[config.mk]
export PLATFORM = sky130hd
export DESIGN_NAME = bist_controller
export DESIGN_NICKNAME = d
export VERILOG_FILES = /design/src/rtl/bist_controller.sv
export SDC_FILE = /design/constraint.sdc
export NUM_CORES = 1
export LEC_CHECK = 0
export CAP_MARGIN = 40
export CORE_ASPECT_RATIO = 1.75
export CORE_MARGIN = 2
export CORE_UTILIZATION = 35
export DETAILED_ROUTE_END_ITERATION = 7
export SLEW_MARGIN = 20
export SYNTH_ARGS = -nofsm -noshare
export SYNTH_HDL_FRONTEND = slang
export SYNTH_SLANG_ARGS = --single-unit
[constraint.sdc]
create_clock -name clk -period 3.1 [get_ports clk]
set_input_delay 0.465 -clock clk [delete_from_list [all_inputs] [get_ports clk]]
set_output_delay 0.465 -clock clk [all_outputs]
set_load 0.01 [all_outputs]
[src/rtl/bist_controller.sv]
// bist_controller: LFSR pattern generator and MISR sequencer for logic BIST.
// It runs reset, compaction and compare phases, then reports pass/fail.
module bist_controller #(
  parameter int TPG_W = 18,
  parameter int SIG_W = 10,
  parameter int CNT_W = 16
) (
  input  logic             clk,
  input  logic             rst_n,
  input  logic             start,
  input  logic             abort,
  input  logic [CNT_W-1:0] num_patterns,
  input  logic [TPG_W-1:0] tpg_poly,
  input  logic [TPG_W-1:0] tpg_seed,
  input  logic [SIG_W-1:0] golden,
  input  logic [SIG_W-1:0] misr_sig,
  output logic [TPG_W-1:0] tpg_out,
  output logic             misr_rst,
  output logic             misr_en,
  output logic             busy,
  output logic             done,
  output logic             pass
);
  typedef enum logic [2:0] {IDLE, INIT, RUN, CMP, DONE} state_t;
  state_t state, state_d;
  logic [CNT_W-1:0] cnt, cnt_d, num_q, num_d;
  logic [SIG_W-1:0] gold_q, gold_d;
  logic [TPG_W-1:0] tpg_d, tpg_step;
  logic misr_rst_d, misr_en_d, busy_d, done_d, pass_d, act;
  assign tpg_step = ({TPG_W{tpg_out[0]}} & tpg_poly) ^ (tpg_out >> 1);
  assign act = (state == INIT) || (state == RUN) || (state == CMP);
  // Every output is computed one cycle ahead so the MISR controls come straight from flops.
  always_comb begin
    state_d = state;
    cnt_d = cnt;
    num_d = num_q;
    gold_d = gold_q;
    tpg_d = tpg_out;
    misr_rst_d = 1'b0;
    misr_en_d = 1'b0;
    busy_d = busy;
    done_d = done;
    pass_d = pass;
    if (act && abort) begin
      state_d = IDLE;
      tpg_d = '0;
      busy_d = 1'b0;
      done_d = 1'b0;
      pass_d = 1'b0;
    end else if (!act && start) begin
      state_d = INIT;
      num_d = num_patterns;
      gold_d = golden;
      tpg_d = tpg_seed;
      misr_rst_d = 1'b1;
      busy_d = 1'b1;
      done_d = 1'b0;
      pass_d = 1'b0;
    end else begin
      case (state)
        INIT: begin
          state_d = (num_q != '0) ? RUN : CMP;
          misr_en_d = (num_q != '0);
          cnt_d = num_q;
        end
        RUN: begin
          tpg_d = tpg_step;
          cnt_d = cnt - 1'b1;
          state_d = (cnt == 1) ? CMP : RUN;
          misr_en_d = (cnt != 1);
        end
        CMP: begin
          state_d = DONE;
          pass_d = (misr_sig == gold_q);
          done_d = 1'b1;
          busy_d = 1'b0;
        end
        default: ;
      endcase
    end
  end
  always_ff @(posedge clk or negedge rst_n) begin
    if (!rst_n) begin
      state <= IDLE;
      cnt <= '0;
      num_q <= '0;
      gold_q <= '0;
      tpg_out <= '0;
      misr_rst <= 1'b0;
      misr_en <= 1'b0;
      busy <= 1'b0;
      done <= 1'b0;
      pass <= 1'b0;
    end else begin
      state <= state_d;
      cnt <= cnt_d;
      num_q <= num_d;
      gold_q <= gold_d;
      tpg_out <= tpg_d;
      misr_rst <= misr_rst_d;
      misr_en <= misr_en_d;
      busy <= busy_d;
      done <= done_d;
      pass <= pass_d;
    end
  end
endmodule

Word-level counts from Yosys, hierarchy flattened
Index checks and enable logic that the tools add are counted.
{"block": "classes", "addsub": 1, "multipliers": 0, "n_div": 0, "order_cmp": 0, "eq_ne": 6, "shift": 0, "mux": 23, "n_bitwise": 4, "n_reduce_logical": 12}
{"operator": "2-to-1 mux 18 bit", "n": 3}
{"operator": "case mux 16 bit (2 select lines)", "n": 1}
{"operator": "AND 18 bit", "n": 1}
{"operator": "XOR 18 x 17 -> 18 bit", "n": 1}
{"operator": "equality test 16 x 1 -> 1 bit (second input constant)", "n": 1}
{"operator": "!= test 16 x 1 -> 1 bit (second input constant)", "n": 1}
{"operator": "nonzero test 16 bit", "n": 1}
{"operator": "subtractor 16 x 1 -> 16 bit (second input constant)", "n": 1}
{"operator": "2-to-1 mux 1 bit", "n": 15}
{"operator": "equality test 10 bit", "n": 1}
{"operator": "case mux 3 bit (3 select lines)", "n": 1}
{"operator": "equality test 3 x 2 -> 1 bit (second input constant)", "n": 2}
{"operator": "2-to-1 mux 3 bit", "n": 2}
{"operator": "nonzero test 3 bit", "n": 2}
{"operator": "nonzero test 5 bit", "n": 1}
{"operator": "equality test 3 x 1 -> 1 bit (second input constant)", "n": 1}
{"operator": "AND reduction 3 bit", "n": 1}
{"operator": "logical AND 1 bit", "n": 2}
{"operator": "logical OR 1 bit", "n": 2}
{"operator": "NOT 1 bit", "n": 2}
{"operator": "case mux 1 bit (2 select lines)", "n": 1}
{"operator": "AND reduction 2 bit", "n": 1}
{"operator": "nonzero test 2 bit", "n": 1}
{"operator": "logical NOT 1 bit", "n": 1}
{"block": "totals", "ff_bits": 68, "latchBits": 0, "ram_bits": 0, "romBits": 0, "inputBits": 76, "out_inout_bits": 23, "word_cells": 56, "memories": 0}

Depth between registers and ports, before layout
{"block": "logic_depth", "ltp_word": 7, "mapped_depth": 7, "mapped_depth_nobuf": 6}

Worst setup path after synthesis
OpenSTA, ideal clock, no wires.
{"block": "synth_path", "kind": "reg2reg", "from": "register cnt[0]", "to": "register cnt[14]", "setup_ns": 0.127, "arrival_ns": 1.707, "required_time_ns": 2.973, "setup_slack_ns": 1.266, "path_stages_with_launch": 7, "path_buffers": 0, "period_less_slack_ns": 1.834, "path_cell_list": "dfrtp_1 > inv_1 > ha_1 > nor3b_1 > nand4_1 > mux2i_1 > a221o_2"}
{"block": "synth_via", "elab_chain_len": 2}
{"item": "start: declaration", "line_no": "26", "rtl": "logic [CNT_W-1:0] cnt, cnt_d, num_q, num_d;"}
{"item": "start signal: assignment", "line_no": "96", "rtl": "cnt <= cnt_d;"}
{"item": "subtractor 16 x 1 -> 16 bit", "line_no": "68", "rtl": "cnt_d = cnt - 1'b1;"}
{"item": "case mux 16 bit (2 select lines)", "line_no": "60", "rtl": "case (state)"}
No other way between the ends.
A chain may end at the register's enable or synchronous reset.

Worst setup path after layout
{"block": "layout_path", "from": "register cnt[1]", "to": "register cnt[14]"}
Same word-level chain as after synthesis.

==> results.md <==
* Crit path capture type: register
* Post-synthesis async set-or-reset flop share at 1.00
* Arrival time worst endpoint at 2.40 ns
* Worst-path clk slew at 0.05 ns
* Clk pwr share at 0.205
* Die width at 81.2 um
* Leak Pwr at 2.21 nW
* Initial antenna violation count at 0
* #FFs+latches synth at 68
* Placer Congestion at 0.831
* Non-Filler Instances at 634
* R2R setup slack at 0.90 ns
* Max frequency at 455 MHz
* Setup_tns at 0 ns
* Outcome: complete, no violations
* Share of cells above drive strength 1 at 0.0572
* Worst skew pair latency at 0.33 ns
* Reg power frac at 0.381
* Synth cell types at 60
* Most frequent cells in the layout: 122 x nand2_1, 97 x clkdlybuf4s50_1, 68 x dfrtp_1
* Routed vias/inst at 5.18
* Clock sink count at 68
* DP Cell Count at 618
* Total gr overflow at 0
* Psw at 1.68 mW
* CTS tree: built
* Worst r2r src: cnt[1]$_DFFE_PN0P_
* Number of flops mapped to enable cells by yosys at 0
* # fillers at 1001
* RSZ-0062 raised after global routing: false
* RR Endpoint: cnt[14]$_DFFE_PN0P_
* Post-layout minimum cycle time at 2.20 ns
* Register area share after synthesis at 0.466
* Final Max Slew Viols at 0
* Logic pwr share at 0.414
* Register area at 1700 um^2
* Drt initial violations at ~230
* Row count at about 50
* Multi-input logic area at 1800 um^2
* Number of synthesis warnings at 0
* Period utilization at 0.708
* Root Buffer: clkbuf_16
* Core Area at 10200 um^2
* Final ANT Viol Nets at 0
* WL per Instance at 15.8 um
* First-pass GRT wire length at 16.5 mm
* Clock Skews at about 0.0027 ns
* DP HPWL at ~7.5 mm
* Worst slew pin tran at 0.742 ns
* CP Launch Type: register
* Worst min path class: primary input to async pin
* Die ar. at 11300 um^2
* Power Internal at 2.64 mW
* Final Hold Viols at 0
* Top FF cell, synth: dfrtp_1
* Top-Level Pins at 99
* Total CTS buffers at 9
* Hold_buf cts at 0
* Router iterations before antenna repair at 4
* Rel. slew slack at 0.505
* DRC violations left at 0
* Post-CTS setup buffers at 0
* Worst hold slack at 0.186 ns
* Max VDD drop at 364 uV
* Max-cap viol count at 0
* Syn Std Cell Area at 3650 um^2
* Syn Nets at 488
* Critical path origin: cnt[1]$_DFFE_PN0P_
* WP data required at 3.31 ns
* Leading cell type in the layout, fill and taps excluded: nand2_1
* CTS resizes at 0
* Starting Density at 0.357
* Drt total wl at 10.0 mm
* Die height at approximately 140 um
* Cells after Synth at 410
* Place WS at 0.659 ns
* Sw Ratio at 0.390
* Largest net degree at the start of global routing at 40
* Layout area overhead at 36.7%
* Worst Path Class, Setup: register to register
* H-tree Lvls at 3
* Mean post-synth cell area at 8.90 um^2
* Maximum clock path buffer count at 2
* Number of port buffers at 98
* Antenna diode instance count at 0
* Power Dens Cells at 866 nW/um^2
* PnR worst setup slack at 0.904 ns
* Nets at 581
* All-Layer GR Usage at 0.191
* Vias after detailed routing at 3287
* Total Power at roughly 4.3 mW
* Vias in the first global route at between 3000 and 4000
* Final setup fails at 0
* Worst R2R Path Depth at 6
* Critical path peak fanout at 6
==> worst max-delay path, stage by stage (launching register included) <==
cell and delay [ns]:
dfrtp_1 0.43, inv_1 0.11, ha_1 0.28, nor3b_1 0.61
nand4_1 0.20, mux2i_1 0.16, a221o_2 0.29
==> layout make-up <==
cell class                 count  share of cell area
multi-input combinational    311               0.360
sequential                    68               0.341
timing repair buffer         106               0.212
clock buffer                  12              0.0474
tap                          127              0.0318
inverter                       7             0.00527
clock inverter                 3             0.00301
==> metrics by stage <==
stage / cell area [um^2] / utilization
2_1_floorplan: 3650 / -
3_3_place_gp: 4720 / 0.461
3_5_place_dp: 4720 / 0.461
4_1_cts: 4970 / 0.486
5_1_grt: 4990 / 0.487
6_report: 4990 / 0.487
==> power groups by stage <==
stage / Sequential, mW / Clock, mW / Combinational [mW]
3_3_place_gp: 1.65 / 0 / 1.75
4_1_cts: 1.65 / 0.908 / 1.80
5_1_grt: 1.70 / 0.946 / 2.01
6_report: 1.65 / 0.886 / 1.79
2_1_floorplan: 1.56 / 0 / 1.26
3_5_place_dp: 1.66 / 0 / 1.79
==> state kept, by name, summed over array words and instances, names as in the netlist <==
name / count
busy: 1
cnt: 16
done: 1
gold_q: 10
misr_en: 1
misr_rst: 1
num_q: 16
pass: 1
state: 3
tpg_out: 18
==> per-layer routing <==
metal / wire length [um] / global-route usage
met1: 3880 / 0.222
met3: 469 / 0.0469
met2: 5500 / 0.328
met4: 188 / 0.0767
met5: 0 / 0
==> kinds of logic (layout without fill, tap and decap cells) <==
kind of cell / count (synthesis) / in the layout / share of synthesized area
adder cells (fa/ha/maj): 2 / 2 / 0.00685
buffers and inverters: 31 / 128 / 0.0422
AO/OA/AOI/OAI: 75 / 75 / 0.133
multiplexers: 20 / 20 / 0.0548
AND/OR/NAND/NOR: 186 / 186 / 0.230
flip-flops: 68 / 68 / 0.466
XOR/XNOR: 28 / 28 / 0.0672
==> how the worst max path moves through the flow <==
stage	endpoint	slack [ns]	cells past startpoint
2_1_floorplan	cnt[14]$_DFFE_PN0P_	1.27	6
3_3_place_gp	cnt[14]$_DFFE_PN0P_	0.74	4
3_5_place_dp	cnt[14]$_DFFE_PN0P_	0.66	4
4_1_cts	cnt[14]$_DFFE_PN0P_	0.93	6
5_1_grt	cnt[14]$_DFFE_PN0P_	0.76	6
6_report	cnt[14]$_DFFE_PN0P_	0.90	6
==> cells in the mapped netlist, types with 3 or more instances <==
cell	number	area share
nand4_1	7	0.012
a22oi_1	5	0.010
o21ai_0	33	0.045
mux2i_1	20	0.055
clkbuf_1	6	0.0062
a21oi_1	10	0.014
inv_1	6	0.0062
nor3_1	4	0.0055
xnor2_1	18	0.043
nor4_1	9	0.015
buf_2	12	0.016
nand3_1	10	0.014
nand2_1	122	0.13
a2bb2oi_1	3	0.0072
xor2_1	10	0.024
nor3b_1	3	0.0062
dfrtp_1	68	0.47
nor2_1	14	0.014
(Power assumes the default switching activity.)
